===== config.mk =====
export PLATFORM = sky130hd
export DESIGN_NAME = imem_loader
export DESIGN_NICKNAME = d
export VERILOG_FILES = /design/src/rtl/imem_loader.sv
export SDC_FILE = /design/constraint.sdc
export NUM_CORES = 1
export LEC_CHECK = 0
export BUFFER_PORTS_ARGS = -buffer_cell sky130_fd_sc_hd__buf_2
export CORE_MARGIN = 2
export CORE_UTILIZATION = 40
export CTS_CLUSTER_DIAMETER = 80
export CTS_CLUSTER_SIZE = 12
export DETAILED_ROUTE_END_ITERATION = 12
export PLACE_DENSITY = 0.67
export REMOVE_ABC_BUFFERS = 1
export SETUP_SLACK_MARGIN = 0.02
export SYNTH_ARGS = -nofsm -noshare
export SYNTH_HDL_FRONTEND = slang
export SYNTH_SLANG_ARGS = --single-unit

===== constraint.sdc =====
create_clock -name clk -period 1.69 [get_ports clk]
set_input_delay 0.338 -clock clk [delete_from_list [all_inputs] [get_ports clk]]
set_output_delay 0.338 -clock clk [all_outputs]
set_load 0.05 [all_outputs]

===== src/rtl/imem_loader.sv =====
// Loads the instruction memory from the debug-unit byte stream, packing big-endian
// 32-bit words and writing one word per WRITE cycle until the halt word or DEPTH words.
module imem_loader #(
   parameter int          DEPTH     = 32,
   parameter logic [31:0] HALT_WORD = 32'hFFFF_FFFF,
   localparam int         CW        = $clog2(DEPTH + 1)
) (
   input  logic          clk,
   input  logic          rst,
   input  logic          start,
   input  logic [7:0]    rx_data,
   input  logic          rx_valid,
   output logic          rx_ready,
   output logic          wr_instruction,
   output logic [31:0]   wr_addr,
   output logic [31:0]   data_instruction,
   output logic          load_busy,
   output logic          load_done,
   output logic          trunc_err,
   output logic [CW-1:0] word_count
);

   // state | meaning
   // IDLE  | waiting for the first start after reset
   // RECV  | accepting bytes of the current word
   // WRITE | one-cycle memory write of the assembled word
   // DONE  | session ended, waiting for a new start
   typedef enum logic [1:0] {IDLE, RECV, WRITE, DONE} state_t;

   state_t        state_q, state_d;
   logic          rx_ready_q, rx_ready_d;
   logic          load_done_q, load_done_d;
   logic          trunc_err_q, trunc_err_d;
   logic [31:0]   data_q, data_d;
   logic [1:0]    byte_idx_q, byte_idx_d;
   logic [CW-1:0] word_count_q, word_count_d;
   logic [CW-1:0] word_count_inc;

   assign word_count_inc = word_count_q + CW'(1);

   always_comb begin
      state_d      = state_q;
      load_done_d  = load_done_q;
      trunc_err_d  = trunc_err_q;
      data_d       = data_q;
      byte_idx_d   = byte_idx_q;
      word_count_d = word_count_q;
      unique case (state_q)
         IDLE, DONE: begin
            if (start) begin
               state_d      = RECV;
               load_done_d  = 1'b0;
               trunc_err_d  = 1'b0;
               byte_idx_d   = 2'd0;
               word_count_d = '0;
            end
         end
         RECV: begin
            if (rx_valid && rx_ready_q) begin
               data_d     = {data_q[23:0], rx_data};
               byte_idx_d = byte_idx_q + 2'd1;
               if (byte_idx_q == 2'd3) state_d = WRITE;
            end
         end
         WRITE: begin
            word_count_d = word_count_inc;
            if (data_q == HALT_WORD) begin
               state_d     = DONE;
               load_done_d = 1'b1;
            end else if (word_count_inc == CW'(DEPTH)) begin
               state_d     = DONE;
               load_done_d = 1'b1;
               trunc_err_d = 1'b1;
            end else begin
               state_d = RECV;
            end
         end
         default: state_d = IDLE;
      endcase
      // Registered ready follows the next state so it drops in the same edge as the 4th byte.
      rx_ready_d = (state_d == RECV);
   end

   always_ff @(posedge clk or negedge rst) begin
      if (!rst) begin
         state_q      <= IDLE;
         rx_ready_q   <= 1'b0;
         load_done_q  <= 1'b0;
         trunc_err_q  <= 1'b0;
         data_q       <= '0;
         byte_idx_q   <= '0;
         word_count_q <= '0;
      end else begin
         state_q      <= state_d;
         rx_ready_q   <= rx_ready_d;
         load_done_q  <= load_done_d;
         trunc_err_q  <= trunc_err_d;
         data_q       <= data_d;
         byte_idx_q   <= byte_idx_d;
         word_count_q <= word_count_d;
      end
   end

   assign rx_ready         = rx_ready_q;
   assign wr_instruction   = (state_q == WRITE);
   assign wr_addr          = {{(32 - CW){1'b0}}, word_count_q};
   assign data_instruction = data_q;
   assign load_busy        = (state_q == RECV) || (state_q == WRITE);
   assign load_done        = load_done_q;
   assign trunc_err        = trunc_err_q;
   assign word_count       = word_count_q;

endmodule


==> impl_metrics.json, run 1 <==
{
  "ys_top_cells_by_area": "dfrtp_1 (48%), mux2_2 (17%), buf_4 (10%)",
  "wl_um": 4612,
  "maxCapViolations": 0,
  "end_kind": "primary output",
  "synthTopCellsByCount": "dfrtp_1 (45), mux2_2 (35), buf_4 (32)",
  "avgSynthCellArea_um2": 11.88,
  "antenna_cells": 0,
  "via_per_inst": 4.895,
  "portBuffers": 60,
  "final_core_util": 0.5007,
  "overflow": 0,
  "drc": 0,
  "drt_iter0_markers": 37,
  "grt_pass1_wl_um": 7265,
  "wl_per_cell_um": 13.89,
  "cts_root_buf": "clkbuf_8",
  "die_area_um2": 6540,
  "synth_edf_count": 0,
  "post_cts_buffers": 0,
  "cts.htree.levels": 2,
  "yosysMostFrequentCell": "dfrtp_1",
  "max_freq_ghz": 0.6118,
  "crit_family": "flip-flops",
  "worstPathMaxFanout": 6,
  "ant_nets": 0,
  "ys_types": 38,
  "grt_antenna_before_repair": 0,
  "finalCriticalPeriod_ns": 1.634,
  "clk_latency_ns": 0.30,
  "num-fill-cells": 518,
  "crit_path_top_delay_cell": "dfrtp_1",
  "synth.largest_area_cell": "dfrtp_1",
  "fin_nets": 276,
  "dr.pass1.iters": 4,
  "yosys_warnings": 0,
  "async_flop_share": 1.000,
  "num_vias": 1625,
  "syn_area_um2": 2364,
  "rows": 27,
  "syn_inst": 199,
  "multi_input_area_um2": 1027,
  "synth_ff_type": "dfrtp_1",
  "track_usage": 0.1436,
  "grt_pass1_vias": 1576,
  "critical_path_class": "flop to primary output",
  "slew_viol_final": 0,
  "skew_ns": 0.008986,
  "rsz0062_at_grt": "yes",
  "ys_ff_latch": 45,
  "drive_gt1_frac": 0.5000,
  "clock-sinks": 45,
  "cts_tree": "built",
  "area_growth_pct": 18.79,
  "crit_required_ns": 1.35,
  "netlist.area_leader.share": 0.4764,
  "die_w_um": 80.87,
  "hpwlAfterDp_um": 3288,
  "clk_path_buf_depth": 2,
  "crit_buf_inv": 3,
  "seqCellArea_um2": 1126,
  "worst_path_most_repeated_cell": "buf_6",
  "crit_chain": "ha_4 -> buf_6 -> inv_2 -> buf_6",
  "die_y_um": 80.87,
  "finalHoldViolCount": 0,
  "gp_congestion": 0.8231,
  "io_pins": 87,
  "clk_pin_slew_worst_paths_ns": 0.08,
  "cp-start-kind": "flop",
  "setup_viol": 0,
  "core_area_um2": 5608,
  "grt_max_degree": 46,
  "tns_ns": 0,
  "numCtsBuffers": 5,
  "hold_class": "primary input to asynchronous set/reset pin",
  "start_util": 0.4215,
  "arrival_ns": 1.30,
  "status": "finished, final reports clean",
  "critPathMaxStageDelay_ns": 0.41,
  "holdBufCountCts": 0,
  "yosysSeqAreaShare": 0.4764,
  "period_share": 0.9671
}
-- layer usage --
metal  track usage  wire (um)
met5             0          0
met4       0.04068         47
met2        0.2455       2189
met3       0.05000        421
met1        0.1713       1953
-- state kept, by name (all words and copies together) (netlist names) --
register / count
byte_idx_q: 2
state_q: 2
load_done: 1
word_count: 6
rx_ready: 1
trunc_err: 1
data_instruction: 32
-- worst paths after layout --
| path | from | end | slack (ns) | depth (start not counted) |
|---|---|---|---|---|
| max | state_q[1] | load_busy | 0.06 | 4 |
| min in group clk | rx_data[4] | data_instruction[4] | 0.27 | 2 |
| max reg2reg | state_q[0] | data_instruction[20] | 0.11 | 5 |
| min | rst | word_count[3] | 0.005 | 2 |
| min reg2reg | byte_idx_q[0] | byte_idx_q[0] | 0.51 | 1 |
| max in group asynchronous | rst | data_instruction[26] | 1.46 | 2 |
-- cells in the final DEF (no fill, tap or decap), types with 2 or more instances in the layout --
cell type,count
buf_4,8
nor2b_4,2
a21o_1,2
inv_2,2
nand3_1,4
and3_1,2
o21ai_0,3
o32ai_1,2
a21oi_1,3
clkbuf_8,5
a21boi_0,2
inv_1,2
nand2_1,4
nor2_1,4
mux2_2,35
buf_2,58
conb_1,26
ha_1,3
a22o_2,5
buf_6,2
nor3_1,3
nand4_1,8
a31oi_1,3
buf_12,2
dfrtp_1,45
nor4_1,2
-- timing repair --
item / CTS / global route
resized for setup: 7 / 4
pin swaps: 0 / 0
setup endpoints to repair: 7 / 35
cloned: 0 / 1
-- cells by family after synthesis --
kind of cell	synth area share
flops	0.4764
buf+inv	0.1392
other cells	0.001587
simple gates	0.08947
mux	0.1710
compound gates	0.08841
fa+ha+maj	0.02647
xor+xnor	0.007413
-- stage by stage --
stage | hold slack (ns) | std cells | setup slack [ns] | cell area (um^2)
global route | 0.01513 | 332 | 0.005983 | 2808
detailed placement | 0.3374 | 323 | -0.01933 | 2634
floorplan | 0.04241 | 181 | -0.6421 | 2143
CTS | 0.01696 | 331 | 0.02178 | 2773
global placement | 0.3366 | 323 | 0.01294 | 2634
finish | 0.005142 | 332 | 0.05559 | 2808
-- area by class of cell --
cell class | count | area share
sequential | 45 | 0.4011
clock buffer | 6 | 0.02585
multi-input combinational | 132 | 0.3659
inverter | 4 | 0.005348
tap | 72 | 0.03209
clock inverter | 2 | 0.01381
timing repair buffer | 71 | 0.1560
Power of run 1 is left out: the tool's default activity adds up to more than one toggle a clock period on the data nets, which glitch-free logic cannot reach.
==> run 2: changes to the inputs <==
--- a/config.mk
+++ b/config.mk
@@ -11,7 +11,7 @@
 export CTS_CLUSTER_DIAMETER = 80
 export CTS_CLUSTER_SIZE = 12
 export DETAILED_ROUTE_END_ITERATION = 12
-export PLACE_DENSITY = 0.67
+export PLACE_DENSITY = 0.77
 export REMOVE_ABC_BUFFERS = 1
 export SETUP_SLACK_MARGIN = 0.02
 export SYNTH_ARGS = -nofsm -noshare
==> run 2 against run 1 <==
  * Flip-flop and latch count unchanged
  * Count of clock-buffer cells in the layout unchanged
  * Utilization up 0.60 points
  * Cell count up 0.30%
==> impl_metrics.json, run 2 (synthesis results as in run 1) <==
{
  "setup_viol": 0,
  "critPathMaxStageDelay_ns": 0.42,
  "crit_chain": "ha_4 -> buf_6 -> inv_4 -> buf_8",
  "final_common_cell": "buf_2",
  "crit_buf_inv": 3,
  "die_w_um": 80.87,
  "rows": 27,
  "core_area_um2": 5608,
  "hpwlAfterDp_um": 3418,
  "ant_nets": 0,
  "area_growth_pct": 20.22,
  "wl_um": 4642,
  "cts.htree.levels": 2,
  "io_pins": 87,
  "post_cts_buffers": 0,
  "cp-start-kind": "flop",
  "dr.pass1.iters": 4,
  "period_share": 0.9614,
  "grt_pass1_wl_um": 7245,
  "die_y_um": 80.87,
  "cts_root_buf": "clkbuf_8",
  "drive_gt1_frac": 0.5019,
  "fin_nets": 277,
  "grt_max_degree": 39,
  "antenna_cells": 0,
  "wl_per_cell_um": 13.94,
  "clk_path_buf_depth": 2,
  "portBuffers": 60,
  "largest_register_ffs": 32,
  "mostFrequentLayoutCells": "buf_2 (58), dfrtp_1 (45), mux2_2 (33), conb_1 (26), buf_4 (9)",
  "via_per_inst": 4.865,
  "finalHoldViolCount": 0,
  "clock-sinks": 45,
  "start_util": 0.4215,
  "gp_congestion": 0.8637,
  "maxCapViolations": 0,
  "end_kind": "primary output",
  "track_usage": 0.1469,
  "die_area_um2": 6540,
  "cts_tree": "built",
  "max_freq_ghz": 0.6155,
  "final_cell_area_um2": 2841,
  "overflow": 0,
  "rsz0062_at_grt": "yes",
  "clk_latency_ns": 0.30,
  "clk_pin_slew_worst_paths_ns": 0.09,
  "hold_class": "primary input to flop",
  "num_vias": 1620,
  "final_core_util": 0.5067,
  "dpl_cell_area_um2": 2641,
  "skew_ns": 0.002566,
  "crit_required_ns": 1.35,
  "slew_viol_final": 0,
  "numCtsBuffers": 5,
  "crit_family": "flip-flops",
  "arrival_ns": 1.29,
  "drc": 0,
  "worstPathMaxFanout": 4,
  "critical_path_class": "flop to primary output",
  "grt_pass1_vias": 1465,
  "grt_antenna_before_repair": 0,
  "drt_iter0_markers": 34,
  "crit_path_top_delay_cell": "dfrtp_1",
  "finalCriticalPeriod_ns": 1.625,
  "status": "finished, final reports clean"
}
[run 2: cell types whose count changed in the layout (fill, tap and decap cells not counted), sizes merged]
cell / change
buf: +1
clkbuf: -1
clkinv: -1
dlygate4sd3: +1
inv: +1
[run 2: area by class of cell]
| cell class | count | area [um^2] |
|---|---|---|
| inverters | 4 | 17.52 |
| multi-input cells | 132 | 1050 |
| repair buffers | 72 | 434.2 |
| clock inverters | 2 | 41.29 |
| clock buffers | 6 | 82.58 |
| flip-flops and latches | 45 | 1126 |
| well taps | 72 | 90.09 |
| fillers | 520 | 2766 |
[run 2: what timing repair did]
action | 4_1_cts | 5_1_grt
endpoints found under the setup margin | 3 | 39
hold buffers | 1 | 0
hold endpoints to repair | 5 | 0
pin swaps | 0 | 1
resized for setup | 6 | 12
[run 2: worst paths after layout]
check,start,to,slack (ns),cells after the start
min in group asynchronous,rst,word_count[1],0.39,2
max in group asynchronous,rst,data_instruction[12],0.75,3
worst max-delay path,state_q[1],load_busy,0.07,4
worst min register to register,data_instruction[27],data_instruction[27],0.53,1
worst min-delay path,rx_data[2],data_instruction[2],0.26,2
worst max register to register,state_q[1],word_count[5],0.07,6
[run 2: per-layer routing]
| layer | vias up | routed length, um | track usage |
|---|---|---|---|
| met5 | - | 0 | 0 |
| met4 | 0 | 47 | 0.04576 |
| met3 | 4 | 291 | 0.04333 |
| met2 | 71 | 2236 | 0.2380 |
| met1 | 772 | 2066 | 0.1899 |
| li1 | 773 | - | - |
[run 2: stage by stage]
| step | worst slack [ns] | setup TNS (ns) | hold WS, ns | std cells |
|---|---|---|---|---|
| floorplan | -0.6421 | -23.19 | 0.04241 | 181 |
| global placement | 0.07027 | 0 | 0.1784 | 324 |
| detailed placement | 0.03377 | 0 | 0.1785 | 324 |
| CTS | 0.007225 | 0 | 0.2523 | 333 |
| global route | -0.01329 | -0.02215 | 0.2396 | 333 |
| finish | 0.06526 | 0 | 0.2634 | 333 |
Power of run 2 is left out for the same reason.
==> run 3: changes to the inputs <==
--- a/config.mk
+++ b/config.mk
@@ -6,12 +6,15 @@
 export NUM_CORES = 1
 export LEC_CHECK = 0
 export BUFFER_PORTS_ARGS = -buffer_cell sky130_fd_sc_hd__buf_2
+export CELL_PAD_IN_SITES_DETAIL_PLACEMENT = 1
+export CELL_PAD_IN_SITES_GLOBAL_PLACEMENT = 2
 export CORE_MARGIN = 2
-export CORE_UTILIZATION = 40
+export CORE_UTILIZATION = 28
+export CTS_BUF_LIST = sky130_fd_sc_hd__clkbuf_16
 export CTS_CLUSTER_DIAMETER = 80
 export CTS_CLUSTER_SIZE = 12
 export DETAILED_ROUTE_END_ITERATION = 12
-export PLACE_DENSITY = 0.77
+export PLACE_DENSITY = 0.85
 export REMOVE_ABC_BUFFERS = 1
 export SETUP_SLACK_MARGIN = 0.02
 export SYNTH_ARGS = -nofsm -noshare
==> run 3 against run 2 <==
  * Critical path depth stayed put
  * Global-route usage is 2.0 points lower
  * Count of clock-buffer cells in the layout is 1 lower
  * Sequential share of layout area is 1.1 points lower
  * Utilization is 15 points lower
  * Worst setup slack worse by 0.0078 ns
==> impl_metrics.json, run 3 (synthesis results as in run 1) <==
{
  "grt_pass1_vias": 1776,
  "post_cts_buffers": 0,
  "drt_iter0_markers": 25,
  "portBuffers": 60,
  "dr.pass1.iters": 4,
  "crit_chain": "ha_4 -> buf_6 -> inv_1 -> buf_6",
  "io_pins": 87,
  "rows": 33,
  "mostFrequentLayoutCells": "buf_2 (59), dfrtp_1 (45), mux2_2 (35), conb_1 (26), buf_4 (17)",
  "finalCriticalPeriod_ns": 1.633,
  "arrival_ns": 1.29,
  "reg2reg_to": "word_count[0]",
  "crit_required_ns": 1.35,
  "overflow": 0,
  "worst_path_most_repeated_cell": "buf_6",
  "clock-sinks": 45,
  "critPathMaxStageDelay_ns": 0.42,
  "crit_path_top_delay_cell": "dfrtp_1",
  "start_util": 0.2877,
  "grt_max_degree": 39,
  "clk_path_buf_depth": 2,
  "num-fill-cells": 945,
  "die_w_um": 95.88,
  "fin_ws_ns": 0.05744,
  "via_per_inst": 4.554,
  "final_common_cell": "buf_2",
  "die_area_um2": 9192,
  "finalHoldViolCount": 0,
  "largest_register_ffs": 32,
  "drc": 0,
  "grt_antenna_before_repair": 0,
  "num_vias": 1694,
  "cts_tree": "built",
  "worstPathMaxFanout": 7,
  "slew_viol_final": 0,
  "period_share": 0.9660,
  "rsz0062_at_grt": "yes",
  "cp-start-kind": "flop",
  "fin_nets": 284,
  "status": "finished, final reports clean",
  "max_freq_ghz": 0.6125,
  "cts_root_buf": "clkbuf_16",
  "grt_pass1_wl_um": 9011,
  "critical_path_class": "flop to primary output",
  "area_growth_pct": 23.61,
  "clk_pin_slew_worst_paths_ns": 0.06,
  "antenna_cells": 0,
  "gp_congestion": 0.8403,
  "reg2reg_from": "state_q[1]",
  "setup_viol": 0,
  "wl_per_cell_um": 14.61,
  "ant_nets": 0,
  "end_kind": "primary output",
  "maxCapViolations": 0,
  "skew_ns": 0.005682,
  "drive_gt1_frac": 0.5206,
  "wl_um": 5435,
  "tns_ns": 0,
  "cts.htree.levels": 2,
  "numCtsBuffers": 5,
  "track_usage": 0.1269,
  "hpwlAfterDp_um": 4224,
  "holdBufCountCts": 0,
  "clk_latency_ns": 0.28,
  "r2r.worst_path.cells": 5,
  "worst-r2r-setup-slack_ns": 0.10,
  "die_y_um": 95.88,
  "hold_class": "primary input to asynchronous set/reset pin",
  "core_area_um2": 8217,
  "place_ws_ns": 0.02093
}
run 3: cell count changes in the layout (fill, tap and decap cells not counted), sizes merged:
cell and delta:
clkinv +1, inv -1, buf +8, clkbuf -1, dlygate4sd3 -1, clkinvlp +1, bufinv -1
run 3: layout make-up:
cell class                 count  area [um^2]  share of cell area
multi-input combinational    132         1042              0.3567
timing repair buffer          79        465.4              0.1593
clock buffer                   5        125.1             0.04283
tap                          105        131.4             0.04497
sequential                    45         1126              0.3854
inverter                       4        15.01            0.005139
clock inverter                 2        16.27            0.005567
run 3: routing by layer:
metal / routed length (um) / part of all wire / GRT usage / vias to the layer above
li1: - / - / - / 785
met3: 320 / 0.059 / 0.03446 / 2
met4: 18 / 0.0033 / 0.02857 / 0
met2: 2707 / 0.50 / 0.2191 / 60
met1: 2389 / 0.44 / 0.1585 / 847
met5: 0 / 0 / 0 / -
run 3: repair_timing:
| action | 4_1_cts | 5_1_grt |
|---|---|---|
| resized for setup | 4 | 7 |
| endpoints found under the setup margin | 3 | 39 |
| gates cloned | 0 | 0 |
run 3: worst max-delay path by stage:
stage,startpoint,end,slack [ns]
after floorplan,rx_ready,byte_idx_q[1],-0.64
after global placement,state_q[0],state_q[1],0.08
after detailed placement,state_q[1],word_count[0],0.02
after CTS,state_q[1],load_busy,0.03
after global routing,state_q[1],load_busy,0.01
final,state_q[1],load_busy,0.06
run 3: through the flow:
step | std cells | hold slack, ns | utilization | instance area, um^2
after floorplan | 181 | 0.04241 | - | 2143
after global placement | 365 | 0.3146 | 0.3329 | 2735
after detailed placement | 365 | 0.3230 | 0.3329 | 2735
after CTS | 372 | 0.01430 | 0.3524 | 2895
after global routing | 372 | 0.01926 | 0.3556 | 2922
final | 372 | 0.004735 | 0.3556 | 2922
run 3: worst max-delay path: cells and delay by family (launching register included):
family / cells / cell delay [ns]
flip-flops: 1 / 0.42
adder cells (fa/ha/maj): 1 / 0.30
buffers and inverters: 3 / 0.29
Power of run 3 is left out for the same reason.
